## config.mk

```make
export PLATFORM = sky130hd
export DESIGN_NAME = mole_spawner_flat
export DESIGN_NICKNAME = d
export VERILOG_FILES = /design/src/rtl/mole_spawner_if.sv /design/src/rtl/mole_spawner.sv /design/src/flat_wrapper.sv
export SDC_FILE = /design/constraint.sdc
export NUM_CORES = 1
export LEC_CHECK = 0
export ABC_AREA = 1
export BUFFER_PORTS_ARGS = -buffer_cell sky130_fd_sc_hd__buf_2
export CORE_ASPECT_RATIO = 2
export CORE_MARGIN = 5
export CORE_UTILIZATION = 45
export CTS_CLUSTER_DIAMETER = 80
export DETAILED_ROUTE_END_ITERATION = 8
export PLACE_DENSITY = 0.64
export SLEW_MARGIN = 5
export SYNTH_ARGS = -nofsm -noshare
export SYNTH_HDL_FRONTEND = slang
export SYNTH_SLANG_ARGS = --single-unit
```

## constraint.sdc

```tcl
create_clock -name clk -period 2.6 [get_ports clk]
set_clock_uncertainty 0.15 [all_clocks]
set_input_delay 0.13 -clock clk [delete_from_list [all_inputs] [get_ports clk]]
set_output_delay 0.13 -clock clk [all_outputs]
set_load 0.02 [all_outputs]
```

## src/rtl/mole_spawner_if.sv

```systemverilog
// mole_spawner_if: game-side signal bundle for the mole spawner.
// The master drives pace, enable and player presses; the slave (the
// spawner) returns mole positions and the scoring pulses.
interface mole_spawner_if;
    logic       tick;
    logic       game_en;
    logic       hit_valid;
    logic [3:0] hit_pos;
    logic [3:0] mole_pos1;
    logic [3:0] mole_pos2;
    logic       hit_ok;
    logic       miss;
    logic       wrong;

    modport master (
        output tick, game_en, hit_valid, hit_pos,
        input  mole_pos1, mole_pos2, hit_ok, miss, wrong
    );

    modport slave (
        input  tick, game_en, hit_valid, hit_pos,
        output mole_pos1, mole_pos2, hit_ok, miss, wrong
    );
endinterface

```

## src/rtl/mole_spawner.sv

```systemverilog
// mole_spawner: up to two whack-a-mole slots, each cycling
// IDLE -> GAP -> UP -> GAP ... on the game tick, with hole positions drawn
// from a free-running 8-bit LFSR. Scores presses as hit_ok / miss / wrong
// single-cycle pulses. Positions: 0 = no mole, 1..8 = hole index.
//
// Build option: define SECOND_MOLE_EN to enable slot 2 and the collision
// logic that keeps the two slots on different holes. Without it only slot 1
// exists and mole_pos2 is tied to 0.

// One mole slot: spawn/lifetime state machine. The owning block resolves
// which hole to load (i_load_pos) and whether a press hit this slot (i_hit).
module mole_slot #(
    parameter int LIFE_TICKS = 6,
    parameter int SPAWN_GAP  = 3,
    parameter int GAP_INIT   = 3,
    parameter int GAP_W      = 5
) (
    input  logic       clk,
    input  logic       rst,
    input  logic       i_tick,
    input  logic       i_game_en,
    input  logic       i_hit,
    input  logic [3:0] i_load_pos,
    output logic [3:0] o_pos,
    output logic       o_spawn,
    output logic       o_expire
);
    typedef enum logic [1:0] {
        S_IDLE = 2'd0,
        S_GAP  = 2'd1,
        S_UP   = 2'd2
    } state_t;

    state_t             r_state;
    state_t             w_state_nxt;
    logic [GAP_W-1:0]   r_gap;
    logic [GAP_W-1:0]   w_gap_nxt;
    logic [3:0]         r_life;
    logic [3:0]         w_life_nxt;
    logic [3:0]         r_pos;
    logic [3:0]         w_pos_nxt;

    // State, counters and the visible position register
    always_ff @(posedge clk) begin
        if (rst) begin
            r_state <= S_IDLE;
            r_gap   <= '0;
            r_life  <= '0;
            r_pos   <= '0;
        end else begin
            r_state <= w_state_nxt;
            r_gap   <= w_gap_nxt;
            r_life  <= w_life_nxt;
            r_pos   <= w_pos_nxt;
        end
    end

    // Next-state: counters only move on tick; a hit beats an expiring tick
    always_comb begin
        w_state_nxt = r_state;
        w_gap_nxt   = r_gap;
        w_life_nxt  = r_life;
        w_pos_nxt   = r_pos;
        o_spawn     = 1'b0;
        o_expire    = 1'b0;
        if (!i_game_en) begin
            w_state_nxt = S_IDLE;
            w_gap_nxt   = '0;
            w_life_nxt  = '0;
            w_pos_nxt   = '0;
        end else begin
            case (r_state)
                S_IDLE: begin
                    w_state_nxt = S_GAP;
                    w_gap_nxt   = GAP_W'(GAP_INIT);
                    w_pos_nxt   = '0;
                end
                S_GAP: begin
                    if (i_tick) begin
                        if (r_gap > GAP_W'(1)) begin
                            w_gap_nxt = r_gap - GAP_W'(1);
                        end else begin
                            w_state_nxt = S_UP;
                            w_pos_nxt   = i_load_pos;
                            w_life_nxt  = 4'(LIFE_TICKS);
                            w_gap_nxt   = '0;
                            o_spawn     = 1'b1;
                        end
                    end
                end
                S_UP: begin
                    if (i_hit) begin
                        w_state_nxt = S_GAP;
                        w_gap_nxt   = GAP_W'(SPAWN_GAP);
                        w_life_nxt  = '0;
                        w_pos_nxt   = '0;
                    end else if (i_tick) begin
                        if (r_life > 4'd1) begin
                            w_life_nxt = r_life - 4'd1;
                        end else begin
                            w_state_nxt = S_GAP;
                            w_gap_nxt   = GAP_W'(SPAWN_GAP);
                            w_life_nxt  = '0;
                            w_pos_nxt   = '0;
                            o_expire    = 1'b1;
                        end
                    end
                end
                default: begin
                    w_state_nxt = S_IDLE;
                    w_gap_nxt   = '0;
                    w_life_nxt  = '0;
                    w_pos_nxt   = '0;
                end
            endcase
        end
    end

    assign o_pos = r_pos;
endmodule

module mole_spawner #(
    parameter int          LIFE_TICKS   = 6,
    parameter int          SPAWN_GAP    = 3,
    parameter int          SLOT2_OFFSET = 2,
    parameter logic [7:0]  LFSR_SEED    = 8'hA5
) (
    input  logic               clk,
    input  logic               rst,
    mole_spawner_if.slave      io_bus
);
    // Gap counters are sized for the longest reload (slot 2's staggered start)
    localparam int GAP_MAX = SPAWN_GAP + SLOT2_OFFSET;
    localparam int GAP_W   = $clog2(GAP_MAX + 1);

    logic [7:0] r_lfsr;
    logic       w_fb;
    logic [3:0] w_cand1;
    logic       w_press;
    logic [3:0] w_load1;
    logic [3:0] w_pos1;
    logic       w_spawn1;
    logic       w_expire1;
    logic       w_hit1;
    logic [3:0] w_pos2;
    logic       w_expire2;
    logic       w_hit2;
    logic       r_hit_ok;
    logic       r_miss;
    logic       r_wrong;

    // Fibonacci LFSR, taps 8,6,5,4; runs every cycle regardless of tick
    assign w_fb = r_lfsr[7] ^ r_lfsr[5] ^ r_lfsr[4] ^ r_lfsr[3];

    always_ff @(posedge clk) begin
        if (rst) begin
            r_lfsr <= LFSR_SEED;
        end else begin
            r_lfsr <= {r_lfsr[6:0], w_fb};
        end
    end

    assign w_cand1 = {1'b0, r_lfsr[2:0]} + 4'd1;
    // A press counts only with a nonzero hole; positions are nonzero only
    // while a slot is UP, so an equality match implies an UP slot.
    assign w_press = io_bus.hit_valid && (io_bus.hit_pos != 4'd0);
    assign w_hit1  = w_press && (io_bus.hit_pos == w_pos1);

`ifdef SECOND_MOLE_EN
    logic [3:0] w_cand2;
    logic [3:0] w_other2;
    logic [3:0] w_load2;
    logic       w_spawn2;

    // Step a colliding candidate to the next hole, wrapping 8 -> 1
    function automatic logic [3:0] f_bump(input logic [3:0] i_cand,
                                          input logic [3:0] i_other);
        if (i_cand != i_other) return i_cand;
        return (i_cand == 4'd8) ? 4'd1 : i_cand + 4'd1;
    endfunction

    assign w_cand2  = {1'b0, r_lfsr[5:3]} + 4'd1;
    // Slot 1 has priority on a simultaneous spawn and keeps its raw candidate
    assign w_load1  = w_spawn2 ? w_cand1 : f_bump(w_cand1, w_pos2);
    // Slot 2 avoids whatever slot 1 will show next cycle if it is loading now
    assign w_other2 = w_spawn1 ? w_load1 : w_pos1;
    assign w_load2  = f_bump(w_cand2, w_other2);
    assign w_hit2   = w_press && (io_bus.hit_pos == w_pos2);

    mole_slot #(
        .LIFE_TICKS (LIFE_TICKS),
        .SPAWN_GAP  (SPAWN_GAP),
        .GAP_INIT   (SPAWN_GAP + SLOT2_OFFSET),
        .GAP_W      (GAP_W)
    ) u_slot2 (
        .clk        (clk),
        .rst        (rst),
        .i_tick     (io_bus.tick),
        .i_game_en  (io_bus.game_en),
        .i_hit      (w_hit2),
        .i_load_pos (w_load2),
        .o_pos      (w_pos2),
        .o_spawn    (w_spawn2),
        .o_expire   (w_expire2)
    );
`else
    assign w_load1   = w_cand1;
    assign w_pos2    = 4'd0;
    assign w_hit2    = 1'b0;
    assign w_expire2 = 1'b0;
`endif

    mole_slot #(
        .LIFE_TICKS (LIFE_TICKS),
        .SPAWN_GAP  (SPAWN_GAP),
        .GAP_INIT   (SPAWN_GAP),
        .GAP_W      (GAP_W)
    ) u_slot1 (
        .clk        (clk),
        .rst        (rst),
        .i_tick     (io_bus.tick),
        .i_game_en  (io_bus.game_en),
        .i_hit      (w_hit1),
        .i_load_pos (w_load1),
        .o_pos      (w_pos1),
        .o_spawn    (w_spawn1),
        .o_expire   (w_expire1)
    );

    // Scoring pulses; a disabled game scores nothing, two escapes make one miss
    always_ff @(posedge clk) begin
        if (rst) begin
            r_hit_ok <= 1'b0;
            r_miss   <= 1'b0;
            r_wrong  <= 1'b0;
        end else begin
            r_hit_ok <= io_bus.game_en && (w_hit1 || w_hit2);
            r_miss   <= io_bus.game_en && (w_expire1 || w_expire2);
            r_wrong  <= io_bus.game_en && w_press && !(w_hit1 || w_hit2);
        end
    end

    assign io_bus.mole_pos1 = w_pos1;
    assign io_bus.mole_pos2 = w_pos2;
    assign io_bus.hit_ok    = r_hit_ok;
    assign io_bus.miss      = r_miss;
    assign io_bus.wrong     = r_wrong;
endmodule

```

## src/flat_wrapper.sv

```systemverilog
// flat-port wrapper written by rule: the top's interface ports become plain ports
module mole_spawner_flat 
#(
    parameter int          LIFE_TICKS   = 6,
    parameter int          SPAWN_GAP    = 3,
    parameter int          SLOT2_OFFSET = 2,
    parameter logic [7:0]  LFSR_SEED    = 8'hA5
)
  (clk, rst, io_bus_tick, io_bus_game_en, io_bus_hit_valid, io_bus_hit_pos, io_bus_mole_pos1, io_bus_mole_pos2, io_bus_hit_ok, io_bus_miss, io_bus_wrong);
  mole_spawner_if io_bus_i ();
  input  logic clk;
  input  logic rst;
  input wire logic [$bits(io_bus_i.tick)-1:0] io_bus_tick;
  input wire logic [$bits(io_bus_i.game_en)-1:0] io_bus_game_en;
  input wire logic [$bits(io_bus_i.hit_valid)-1:0] io_bus_hit_valid;
  input wire logic [$bits(io_bus_i.hit_pos)-1:0] io_bus_hit_pos;
  output wire logic [$bits(io_bus_i.mole_pos1)-1:0] io_bus_mole_pos1;
  output wire logic [$bits(io_bus_i.mole_pos2)-1:0] io_bus_mole_pos2;
  output wire logic [$bits(io_bus_i.hit_ok)-1:0] io_bus_hit_ok;
  output wire logic [$bits(io_bus_i.miss)-1:0] io_bus_miss;
  output wire logic [$bits(io_bus_i.wrong)-1:0] io_bus_wrong;
  assign io_bus_i.tick = io_bus_tick;
  assign io_bus_i.game_en = io_bus_game_en;
  assign io_bus_i.hit_valid = io_bus_hit_valid;
  assign io_bus_i.hit_pos = io_bus_hit_pos;
  assign io_bus_mole_pos1 = io_bus_i.mole_pos1;
  assign io_bus_mole_pos2 = io_bus_i.mole_pos2;
  assign io_bus_hit_ok = io_bus_i.hit_ok;
  assign io_bus_miss = io_bus_i.miss;
  assign io_bus_wrong = io_bus_i.wrong;
  mole_spawner #(.LIFE_TICKS(LIFE_TICKS), .SPAWN_GAP(SPAWN_GAP), .SLOT2_OFFSET(SLOT2_OFFSET), .LFSR_SEED(LFSR_SEED)) u_core (.clk(clk), .rst(rst), .io_bus(io_bus_i));
endmodule
```

==> results.yml <==
outcome:
  run_status: "finished, final reports clean"
cts:
  clockBufferDepth: 2
  ctsResizeCount: 0
  clkTransAtPathRegs_ns: 0.09
  htree_num_levels: 1
  clock-root-buffer: "clkbuf_8"
  clock_latency_ns: 0.28
  clkSinkCount: 24
  cts_made_buffers: 3
  cts_tree: "done"
  postCtsHoldBufs: 1
  post_cts_buffers: 0
routing:
  vias: 1184
  first_pass_iters: 3
  drt-initial-drc-count: 17
  route.detailed.drc: 0
  ant_nets: 0
  finalWirelength_um: 2650
  vias_per_cell: 4.83
  wl_per_cell_um: 10.8
job:
  drv_cap: 0
power:
  cell_internal_pwr_w: 0.000670
  p_leak_nw: 0.814
  peakVddDrop_v: 0.000424
  powerDensity_nw_per_um2: 594
  p_seq_share_pct: 43.3
  fin_total_pwr_w: 0.000940
  p_sw_w: 0.000270
  switching_share_pct: 28.8
  power_frac_clock_pct: 35.8
  combPwrFrac_pct: 20.9
sta:
  fin_setup_tns_ns: 0
  post-route-period-util_pct: 67.7
  slew_violations: 0
  setup_viol: 0
  hold_viol: 0
  timing.fmax_mhz: 568
  post-route-min-period_ns: 1.76
  setup_ws_ns: 0.841
  rsz0062_at_grt: "false"
die:
  dieWidth_um: 49.7
  placementRows: 29
  initial_core_util_pct: 45.5
  die-area_um2: 4450
  io_pins: 20
  die_y_um: 89.4
  design.core.area_um2: 3120
place:
  gp_congestion: 0.833
  post-dp-hpwl_um: 2130
  placed_cells: 240
  portBuffers: 15
  dp_slack_ns: 0.846
  placed_area_um2: 1500
synthesis:
  yosys.area.top_type: "dfxtp_1"
  synthArstFlopShare_pct: 0
  muxShareOfSynthArea_pct: 0
  synth_top_area_share_pct: 33.8
  ys_seq_area_share_pct: 33.8
  ys_ff_latch: 24
  yosys.area_share.adder_pct: 7.05
  synthSimpleGateAreaFrac_pct: 39.0
  avgSynthCellArea_um2: 7.17
  synth_compound_area_share_pct: 6.61
  synth_top_family_by_area: "simple AND/OR/NAND/NOR gates"
  synth_edf_count: 0
  yosys_warnings: 0
  synthTopCellsByArea: "dfxtp_1 (34%), nand2_1 (11%), nor2_1 (9.5%)"
  synthesis.area_um2: 1420
  synth_cell_types: 28
  synthFlopType: "dfxtp_1"
  syn-instance-count: 198
  synthXorXnorAreaFrac_pct: 1.85
critical_path:
  crit_path_start_kind: "register"
  crit_buf_inv: 3
  crit_type: "reg -> reg"
  critPathArrivalTime_ns: 1.80
  cp-end-kind: "register"
  cpPeakStageDelay_ns: 0.33
  cp_top_family: "simple AND/OR/NAND/NOR gates"
  crit_fanout: 5
  required_ns: 2.64
  slowest_stage: "dfxtp_1"
  cp_cell_sequence: "inv_1 > ha_1 > nor2_1 > nor3_2 > inv_1 > nand3_4 > nand2_4 > inv_2 > nand3_1 > nand2_1 > nor2_1"
final_layout:
  nNetsFinal: 232
  mostFrequentLayoutCells: "nand2_1 (40), nor2_1 (36), inv_1 (30)"
  fillers: 334
  final-instance-count-excl-fill: 245
  area_growth_pct: 11.4
  design_area_um2: 1580
  insertedDiodeCount: 0
  mostFrequentLayoutCell: "nand2_1"
  final_layout_size_suffix_gt1_share_pct: 18.2
global_route:
  grt_pass1_wl_um: 4640
  grt_max_degree: 15
  grt_remaining_overflow: 0
  grt_pass1_vias: 1173
  antenna_found_initial: 0
  groute.usage.overall_pct: 13.5
worst_hold_path:
  hold_path_class: "in -> reg"
metrics by stage:
step           util (%)  hold WS [ns]
2_1_floorplan         -         0.168
3_3_place_gp       48.1         0.248
3_5_place_dp       48.1         0.249
4_1_cts            50.7        0.0120
5_1_grt            50.7        0.0209
6_report           50.7       0.00722
power groups by stage:
| stage | Sequential [W] | Combinational (W) | Clock [W] |
|---|---|---|---|
| after detailed placement | 0.000416 | 0.000197 | 0 |
| after global routing | 0.000410 | 0.000229 | 0.000362 |
| final | 0.000407 | 0.000196 | 0.000337 |
| after floorplan | 0.000417 | 0.000158 | 0 |
| after CTS | 0.000407 | 0.000199 | 0.000345 |
| after global placement | 0.000415 | 0.000196 | 0 |
layer usage:
metal  part of all wire [%]  global-route usage (%)  wire [um]  up-vias
met5                      0                       0          0        -
met4                    2.7                    8.35         71        0
met3                    3.7                    2.67         99        5
met2                     54                    25.8       1430       14
met1                     39                    12.6       1050      532
li1                       -                       -          -      633
path summary, 6_finish.rpt:
| check | depth (start not counted) | from | endpoint | slack [ns] |
|---|---|---|---|---|
| max reg2reg | 11 | u_core.u_slot1.r_life[0] | u_core.u_slot1.r_state[0] | 0.84 |
| max | 11 | u_core.u_slot1.r_life[0] | u_core.u_slot1.r_state[0] | 0.84 |
| min reg2reg | 1 | u_core.r_lfsr[6] | u_core.r_lfsr[7] | 0.27 |
| min | 5 | io_bus_hit_valid | u_core.io_bus.wrong | 0.007 |
Yosys cell counts, types with 3 or more instances:
master,instances
a21oi_1,7
buf_4,5
dfxtp_1,24
ha_1,8
inv_1,30
nand2_1,40
nand2_2,3
nand2_4,3
nand3_1,10
nand3_4,3
nor2_1,36
o21ai_0,4
or2_2,3
layout make-up:
cell class	count	area, um2	share of cell area [%]
Timing Repair Buffer	16	85.1	5.38
Inverter	31	116	7.36
Sequential cell	24	480	30.4
Multi-Input combinational cell	139	790	49.9
Clock buffer	3	41.3	2.61
Tap cell	31	38.8	2.45
Clock inverter	1	30.0	1.90
worst register-to-register path, stage by stage, from the launching register on:
cell and delay [ns]:
dfxtp_1 0.33, inv_1 0.11, ha_1 0.19, nor2_1 0.06, nor3_2 0.20, inv_1 0.13
nand3_4 0.13, nand2_4 0.08, inv_2 0.09, nand3_1 0.07, nand2_1 0.07, nor2_1 0.05
cells by family after synthesis:
family / after synthesis
AO/OA/AOI/OAI: 16
XOR/XNOR: 3
adder cells (fa/ha/maj): 8
buffers and inverters: 38
flip-flops: 24
other: 1
AND/OR/NAND/NOR: 108
state kept, by name, summed over array words and instances, names as in the netlist:
name                    cells
u_core.u_slot1.r_gap        3
u_core.u_slot1.r_state      2
u_core.u_slot1.o_pos        4
u_core.io_bus.miss          1
u_core.io_bus.hit_ok        1
u_core.io_bus.wrong         1
u_core.r_lfsr               8
u_core.u_slot1.r_life       4
(Power assumes the default switching activity.)
